### src/rtl/serializer_piso.sv
// Parallel-in serial-out shifter with valid/ready load handshake and frame strobes.
// Supports back-to-back frames by reloading on the last bit of the current frame.
module serializer_piso #(
  parameter int unsigned WIDTH     = 8,
  parameter bit          MSB_FIRST = 1'b0
) (
  input  logic             clk,
  input  logic             reset,
  input  logic             load_valid,
  input  logic [WIDTH-1:0] load_data,
  output logic             load_ready,
  output logic             sout,
  output logic             sout_valid,
  output logic             frame_start,
  output logic             frame_end,
  output logic             busy
);

  localparam int unsigned CW = $clog2(WIDTH);
  localparam logic [CW-1:0] CNT_MAX = CW'(WIDTH - 1);

  typedef enum logic [0:0] {
    IDLE  = 1'b0,
    SHIFT = 1'b1
  } state_e;

  state_e           state_q, state_d;
  logic [CW-1:0]    cnt_q, cnt_d;
  logic [WIDTH-1:0] shreg_q, shreg_d;
  logic             sout_q, sout_d;
  logic             sout_valid_q, sout_valid_d;
  logic             frame_start_q, frame_start_d;
  logic             frame_end_q, frame_end_d;
  logic             last_bit;
  logic             hs;

  assign last_bit   = (cnt_q == CNT_MAX);
  assign load_ready = !reset && ((state_q == IDLE) || last_bit);
  assign hs         = load_valid && load_ready;

  // State, counter and shift register register bank
  always_ff @(posedge clk or posedge reset) begin
    if (reset) begin
      state_q       <= IDLE;
      cnt_q         <= '0;
      shreg_q       <= '0;
      sout_q        <= 1'b0;
      sout_valid_q  <= 1'b0;
      frame_start_q <= 1'b0;
      frame_end_q   <= 1'b0;
    end else begin
      state_q       <= state_d;
      cnt_q         <= cnt_d;
      shreg_q       <= shreg_d;
      sout_q        <= sout_d;
      sout_valid_q  <= sout_valid_d;
      frame_start_q <= frame_start_d;
      frame_end_q   <= frame_end_d;
    end
  end

  // Next-state logic; outputs are precomputed from the next state so they leave flops
  always_comb begin
    state_d       = state_q;
    cnt_d         = cnt_q;
    shreg_d       = shreg_q;
    sout_d        = 1'b0;
    sout_valid_d  = 1'b0;
    frame_start_d = 1'b0;
    frame_end_d   = 1'b0;

    case (state_q)
      IDLE: begin
        if (hs) begin
          state_d = SHIFT;
          cnt_d   = '0;
          shreg_d = load_data;
        end
      end
      SHIFT: begin
        if (last_bit) begin
          cnt_d = '0;
          if (hs) begin
            shreg_d = load_data;
          end else begin
            state_d = IDLE;
            shreg_d = '0;
          end
        end else begin
          cnt_d   = cnt_q + CW'(1);
          shreg_d = MSB_FIRST ? {shreg_q[WIDTH-2:0], 1'b0} : {1'b0, shreg_q[WIDTH-1:1]};
        end
      end
      default: begin
        state_d = IDLE;
        cnt_d   = '0;
        shreg_d = '0;
      end
    endcase

    if (state_d == SHIFT) begin
      sout_d        = MSB_FIRST ? shreg_d[WIDTH-1] : shreg_d[0];
      sout_valid_d  = 1'b1;
      frame_start_d = (cnt_d == '0);
      frame_end_d   = (cnt_d == CNT_MAX);
    end
  end

  assign sout        = sout_q;
  assign sout_valid  = sout_valid_q;
  assign frame_start = frame_start_q;
  assign frame_end   = frame_end_q;
  assign busy        = (state_q == SHIFT);

endmodule

### config.mk
export PLATFORM = sky130hd
export DESIGN_NAME = serializer_piso
export DESIGN_NICKNAME = d
export VERILOG_FILES = /design/src/rtl/serializer_piso.sv
export SDC_FILE = /design/constraint.sdc
export NUM_CORES = 1
export LEC_CHECK = 0
export BUFFER_PORTS_ARGS = -buffer_cell sky130_fd_sc_hd__buf_2
export CORE_MARGIN = 1
export CORE_UTILIZATION = 40
export DETAILED_ROUTE_END_ITERATION = 10
export GPL_ROUTABILITY_DRIVEN = 1
export HOLD_SLACK_MARGIN = 0.1
export SYNTH_ARGS = -nofsm -noshare
export SYNTH_HDL_FRONTEND = slang
export SYNTH_SLANG_ARGS = --single-unit
export TNS_END_PERCENT = 20
### constraint.sdc
create_clock -name clk -period 1.7 [get_ports clk]
set_input_delay 0.34 -clock clk [delete_from_list [all_inputs] [get_ports clk]]
set_output_delay 0.34 -clock clk [all_outputs]
set_load 0.02 [all_outputs]
==> results.cfg, run 1 <==
[outcome]
outcome = finished clean

[drt]
first_pass_iters = 3
routed_wl_mm = 1.40
drtIter0Drc = 6
routedWlPerCell_um = 12.5
viasPerCell = 4.94
ant_nets = 0
drt_drc_violations_left = 0
vias = 553

[timing]
finalSetupTns_ns = 0
maxSlewViolCount = 0
rsz0062_at_grt = true
fin_skew_ns = 0.00899
setup_viol = 0
period_share = 0.989
maxSlewHeadroom = 0.652
finalHoldViolCount = 0
max_freq_ghz = 0.595
min_period_ns = 1.68
worstMarginPinSlew_ns = 0.522

[floorplanning]
dieArea_um2 = 2080
rows = 15
coreArea_um2 = 1750
io_pins = 17
die_w_um = 45.6
start_util = 0.436
fp.dieH_um = 45.6

[yosys]
ys.flop_type = dfrtp_1
ys_seq_area_frac = 0.461
ys_top_cells_by_count = 14 x dfrtp_1, 7 x mux2i_1, 6 x a32oi_1, 6 x nand2_1, 6 x o21ai_1
yosysTopAreaCellShare = 0.461
ys_ff_latch = 14
synth.area.mux_share = 0.0921
syn_inst = 67
synth_nets = 80
synth_fa_ha_area_frac = 0.0329
synth_xor_area_frac = 0
synth_top_family_by_area = compound AO/OA/AOI/OAI gates
netlist_top_cells_area = dfrtp_1 46%, mux2i_1 9.2%, a32oi_1 6.9%
synth-simple-area-share = 0.133
synth_top_area_cell = dfrtp_1
synth_edf_count = 0
synth.most_common_cell = dfrtp_1
yosys_warnings = 0
synth_compound_area_frac = 0.174
synthArstFlopShare = 1.00
syn-cell-area_um2 = 761
post_synth.cell_area_avg_um2 = 11.4
yosysUniqueCellTypes = 22

[placed_design]
dp_hpwl_um = 948
placed_area_um2 = 828
portBuffers = 16
gp_congestion = 0.713

[worst_setup_path]
rrSetupSlack_ns = 0.20
worstSetupStartpointType = register
critical_path_class = register to output port
critPathCaptureType = output port
required_ns = 1.36
r2r_cells = 6
r2r-start = cnt_q[1]$_DFF_PP0_
crit_start = cnt_q[1]$_DFF_PP0_
cp-endpoint = load_ready
r2r-end = frame_start$_DFF_PP0_
cp_max_fo = 2
cp.arrival_ns = 1.34

[finish]
drive_gt1_frac = 0.379
nets = 101
num_antenna_cells = 0
post-route-util = 0.523
fin_area_um2 = 912
syn2layout_area_growth_pct = 19.9

[clock_network]
cts_root_buf = clkbuf_4
hold_buffers = 0
cts_tree = yes
clock_path_buffers = 2
numCtsBuffers = 3
clkLatencyLatePin_ns = 0.28
clock-sinks = 14
cts.reportedPaths.clkPinSlew_ns = 0.09
htree_num_levels = 1

[run]
maxCapViolCount = 0

[global_routing]
grt_max_degree = 15
overflow = 0
antenna_found_initial = 0
grt_pass1_vias = 499
grt_pass1_wl_mm = 2.25
gr-usage-all-layers = 0.161

[power_and_ir_drop]
irDropWorstVdd_mv = 0.806
powerDensity_nw_per_um2 = 1770
p_leak_nw = 0.449
power.total_mw = 1.62

[worst_hold_path]
min_path_type = primary input to async pin
==> worst max-delay path, stage by stage (launching register included) <==
cell and delay, ns:
dfrtp_1 0.40, ha_2 0.21, ha_4 0.17, nor2b_4 0.11, nor2_1 0.04, buf_4 0.15
==> cells in the final DEF (no fill, tap or decap), drive strengths merged, types with 2 or more instances in the layout <==
cell type / n
nand2: 6
buf: 23
o21ai: 8
clkbuf: 4
nand3: 2
inv: 2
mux2i: 7
a32oi: 6
nand2b: 3
nor2b: 3
dfrtp: 14
ha: 2
==> sequential cells by signal (all words and copies together), names as in the netlist <==
register	flops
frame_end	1
sout	1
cnt_q	3
frame_start	1
sout_valid	1
shreg_q	7
==> metrics by stage <==
step	worst slack, ns	instances	hold slack, ns
2_1_floorplan	0.180	67	0.229
3_3_place_gp	0.188	105	0.443
3_5_place_dp	0.176	105	0.436
4_1_cts	0.00838	111	0.127
5_1_grt	-0.0475	112	0.138
6_report	0.0184	112	0.111
==> layer usage <==
metal | track usage | share of wire | up-vias
met1 | 0.222 | 0.49 | 256
met5 | 0 | 0 | -
met3 | 0.0714 | 0.053 | 2
met2 | 0.214 | 0.44 | 14
met4 | 0.0727 | 0.014 | 0
li1 | - | - | 281
==> worst min-delay path by stage <==
stage | startpoint | endpoint | slack [ns] | cells past startpoint
2_1_floorplan | reset | cnt_q[0]$_DFF_PP0_ | 0.23 | 1
3_5_place_dp | reset | shreg_q[7]$_DFFE_PP0P_ | 0.44 | 2
4_1_cts | reset | shreg_q[7]$_DFFE_PP0P_ | 0.13 | 2
3_3_place_gp | reset | sout$_DFF_PP0_ | 0.44 | 2
5_1_grt | reset | shreg_q[7]$_DFFE_PP0P_ | 0.14 | 2
6_report | reset | shreg_q[7]$_DFFE_PP0P_ | 0.11 | 2
==> where the power goes <==
group	leakage (nW)	switching (mW)	internal, mW
sequential	0.181	0.0906	0.461
combinational	0.247	0.417	0.414
clock	0.0210	0.103	0.130
==> cells by family after synthesis <==
| kind of cell | count (synthesis) |
|---|---|
| AND/OR/NAND/NOR | 17 |
| adder cells (fa/ha/maj) | 2 |
| flip-flops | 14 |
| AO/OA/AOI/OAI | 18 |
| multiplexers | 7 |
| buffers and inverters | 9 |
==> area by class of cell <==
type	count	area, um^2
clock buffers	4	36.3
multi-input cells	44	352
fillers	181	833
flip-flops and latches	14	350
repair buffers	23	135
well taps	25	31.3
inverters	2	7.51
==> timing repair <==
action / 4_1_cts / 5_1_grt
buffers inserted: 2 / 1
endpoints found under the setup margin: 1 / 1
resized for setup: 2 / 4
pin swaps: 0 / 1
No activity file was read; power rests on OpenSTA's default activity.
==> run 2: changes to the inputs <==
PLACE_DENSITY = 0.67   (was default)
==> results.cfg, run 2 (same netlist as run 1, synthesis figures left out) <==
[clock_network]
cts.reportedPaths.clkPinSlew_ns = 0.09
htree_num_levels = 1
cts_root_buf = clkbuf_4
cts_tree = yes
hold_buffers = 0
clock_path_buffers = 2
numCtsBuffers = 3
clock-sinks = 14
clkLatencyLatePin_ns = 0.28

[floorplanning]
coreArea_um2 = 1750
rows = 15
dieArea_um2 = 2080
io_pins = 17
die_w_um = 45.6
fp.dieH_um = 45.6
start_util = 0.436

[run]
maxCapViolCount = 0

[power_and_ir_drop]
power.total_mw = 1.63
powerDensity_nw_per_um2 = 1790
irDropWorstVdd_mv = 0.783
p_leak_nw = 0.450

[drt]
routed_wl_mm = 1.47
vias = 579
viasPerCell = 5.17
dr_wl_met2_um = 718
drtIter0Drc = 6
dr_wl_met3_um = 52
drt_drc_violations_left = 0
first_pass_iters = 4
routedWlPerCell_um = 13.1
routed.top_layer = met4
ant_nets = 0
met1_length_um = 681

[global_routing]
grt_pass1_wl_mm = 2.22
antenna_found_initial = 0
gr-usage-all-layers = 0.158
overflow = 0
grt_max_degree = 15
grt_pass1_vias = 500

[finish]
largest_register_ffs = 7
num_antenna_cells = 0
stdcell_count = 112
syn2layout_area_growth_pct = 19.9
regMostFlops = shreg_q
drive_gt1_frac = 0.379
nets = 101
final_cell_mix = 15 x buf_2, 14 x dfrtp_1, 8 x buf_4, 7 x mux2i_1
reg.largest.list = shreg_q (7), cnt_q (3)
layout_commonest_cell = buf_2
post-route-util = 0.523

[worst_setup_path]
rrSetupSlack_ns = 0.06
required_ns = 1.36
critPathCaptureType = output port
cp.arrival_ns = 1.34
r2r_cells = 7
cp_max_fo = 2
r2r-start = cnt_q[0]$_DFF_PP0_
critical_path_class = register to output port
worstSetupStartpointType = register
r2r-end = frame_start$_DFF_PP0_

[timing]
maxSlewViolCount = 0
fin_skew_ns = 0.00361
worstMarginPinSlew_ns = 0.520
finalSetupTns_ns = 0
period_share = 0.987
finalHoldViolCount = 0
setup_viol = 0
min_period_ns = 1.68
rsz0062_at_grt = true
maxSlewHeadroom = 0.653
max_freq_ghz = 0.596

[placed_design]
portBuffers = 16
dp_hpwl_um = 978
dpl.cell_count = 105
gp_congestion = 0.710

[worst_hold_path]
min_path_type = primary input to async pin

[outcome]
outcome = finished clean
run 2: cell counts in the layout (fill, tap and decap cells not counted):
Identical to the previous run, type by type.
run 2: where the power goes:
part	switching [mW]	leakage [nW]	internal [mW]	total, mW
clock	0.108	0.0210	0.130	0.238
combinational	0.428	0.248	0.415	0.843
sequential	0.0910	0.181	0.461	0.552
total	0.626	0.450	1.01	1.63
run 2: through the flow:
step	setup WS, ns	hold slack, ns	area, um^2
finish	0.0229	0.110	912
global route	-0.0430	0.146	912
CTS	0.00399	0.132	890
detailed placement	0.167	0.438	828
global placement	0.196	0.438	828
floorplan	0.180	0.229	761
run 2: final cells by class:
type	instances	area, um^2
fill	156	833
multi-input combinational	44	352
sequential	14	350
timing repair buffer	23	135
clock buffer	4	36.3
tap	25	31.3
inverter	2	7.51
run 2: critical path, cell delays in order, from the launching register on:
cell,delay [ns]
dfrtp_1,0.40
ha_2,0.20
ha_4,0.17
nor2b_4,0.11
nor2_1,0.04
buf_4,0.15
run 2: worst max path at each step:
stage            endpoint               start
6_report       load_ready  cnt_q[0]$_DFF_PP0_
3_5_place_dp   load_ready  cnt_q[0]$_DFF_PP0_
5_1_grt        load_ready  cnt_q[0]$_DFF_PP0_
4_1_cts        load_ready  cnt_q[0]$_DFF_PP0_
2_1_floorplan  load_ready  cnt_q[0]$_DFF_PP0_
3_3_place_gp   load_ready  cnt_q[0]$_DFF_PP0_
run 2: timing repair:
action,CTS,global route
resized for setup,4,2
buffers inserted,2,1
endpoints found under the setup margin,1,1
pin swaps,0,1
hold endpoints to repair,0,0
run 2: layer usage:
layer,track usage,up-vias
met5,0,-
met4,0.109,0
met3,0.0476,2
met2,0.231,10
met1,0.196,283
li1,-,284
==> run 3: changes to the inputs <==
CORE_UTILIZATION = 51   (was 40)
PLACE_DENSITY = 0.81   (was 0.67)
==> results.cfg, run 3 (same netlist as run 1, synthesis figures left out) <==
[timing]
whs_ns = 0.120
maxSlewHeadroom = 0.641
fin_skew_ns = 0.00482
period_share = 0.972
worstMarginPinSlew_ns = 0.538
worst_slack_ns = 0.0483
maxSlewViolCount = 0
min_period_ns = 1.65
finalHoldViolCount = 0
setup_viol = 0
rsz0062_at_grt = true
max_freq_ghz = 0.605

[finish]
final_cell_mix = 15 x buf_2, 14 x dfrtp_1, 9 x buf_4, 7 x mux2i_1
nets = 103
drive_gt1_frac = 0.404
largest_register_ffs = 7
num_antenna_cells = 0
syn2layout_area_growth_pct = 21.1
reg.largest.list = shreg_q (7), cnt_q (3)
layout_commonest_cell = buf_2
stdcell_count = 104
n_fill_cell = 114
multi_input_area_um2 = 354
regArea_um2 = 350
fin_area_um2 = 921
regMostFlops = shreg_q

[placed_design]
placed_area_um2 = 816
gp_congestion = 0.738
place_ws_ns = 0.166
dpl.cell_count = 95
dp_hpwl_mm = 1.00
portBuffers = 16

[power_and_ir_drop]
power.total_mw = 1.70
p_leak_nw = 0.459
seqPwrFrac = 0.327
p_int_mw = 1.05
power_frac_clock = 0.142
comb_power_share = 0.532
switching_power_mw = 0.648
switching_share = 0.382
powerDensity_nw_per_um2 = 1840
irDropWorstVdd_mv = 1.14

[floorplanning]
fp.dieH_um = 40.6
coreArea_um2 = 1350
dieArea_um2 = 1650
rows = 13
io_pins = 17
start_util = 0.563
die_w_um = 40.6

[global_routing]
overflow = 0
gr-usage-met3 = 0.0326
grt_use_met2 = 0.337
gr-usage-all-layers = 0.217
grt_pass1_vias = 491
antenna_found_initial = 0
grt_max_degree = 15
grt_pass1_wl_mm = 2.23
top_usage_layer = met2
use_met1 = 0.287

[drt]
drtIter0Drc = 25
routed_wl_mm = 1.49
viasPerCell = 5.64
first_pass_iters = 4
drt_drc_violations_left = 0
routedWlPerCell_um = 14.3
ant_nets = 0
vias = 587

[clock_network]
clock-sinks = 14
cts_root_buf = clkbuf_4
numCtsBuffers = 3
cts.reportedPaths.clkPinSlew_ns = 0.09
cts_tree = yes
clock_path_buffers = 2
htree_num_levels = 1
clkLatencyLatePin_ns = 0.28

[outcome]
outcome = finished clean

[run]
maxCapViolCount = 0

[worst_setup_path]
cpLargestDelayFamily = flip-flops
cp_max_fo = 2
cp_slowest_cell = dfrtp_1
critPathCaptureType = output port
slowest_delay_ns = 0.39
path_cells = ha_2 > ha_4 > nor2b_4 > nor2_2 > buf_6
required_ns = 1.36
critical_path_class = register to output port
cp.arrival_ns = 1.31
cp_num_buf_inv = 1
worstSetupStartpointType = register

[worst_hold_path]
min_path_type = primary input to async pin
-- run 3: through the flow --
| step | setup TNS [ns] | util |
|---|---|---|
| 6_report | 0 | 0.682 |
| 2_1_floorplan | 0 | - |
| 3_5_place_dp | 0 | 0.604 |
| 5_1_grt | -0.0166 | 0.682 |
| 3_3_place_gp | 0 | 0.604 |
| 4_1_cts | 0 | 0.668 |
-- run 3: final timing paths --
| check | from | endpoint | slack (ns) | depth (start not counted) |
|---|---|---|---|---|
| setup / recovery | cnt_q[0]$_DFF_PP0_ | load_ready | 0.05 | 5 |
| hold / removal | reset | shreg_q[1]$_DFFE_PP0P_ | 0.12 | 2 |
| setup reg to reg | cnt_q[0]$_DFF_PP0_ | frame_start$_DFF_PP0_ | 0.14 | 6 |
| hold reg to reg | shreg_q[3]$_DFFE_PP0P_ | shreg_q[2]$_DFFE_PP0P_ | 0.51 | 2 |
| max in group asynchronous | reset | frame_start$_DFF_PP0_ | 1.22 | 2 |
| min in group clk | load_data[0] | sout$_DFF_PP0_ | 0.30 | 3 |
-- run 3: timing repair --
item / CTS / global route
hold buffers: 0 / 0
pin swaps: 2 / 2
setup endpoints to repair: 1 / 1
gates resized for setup: 5 / 3
buffers inserted: 4 / 1
-- run 3: final cells by class --
class | instances | share of cell area
multi-input combinational | 44 | 0.385
sequential | 14 | 0.380
timing repair buffer | 25 | 0.167
clock buffer | 4 | 0.0394
tap | 15 | 0.0204
inverter | 2 | 0.00815
-- run 3: power groups by stage --
stage	Sequential, mW	Clock (mW)	Combinational, mW
floorplan	0.588	0	0.538
global placement	0.556	0	0.700
detailed placement	0.561	0	0.721
CTS	0.552	0.247	0.863
global route	0.574	0.258	0.998
finish	0.554	0.240	0.903
-- run 3: routing by layer --
layer | vias up | part of all wire
met3 | 4 | 0.037
met2 | 14 | 0.50
met4 | 0 | 0.015
met5 | - | 0
li1 | 283 | -
met1 | 286 | 0.44
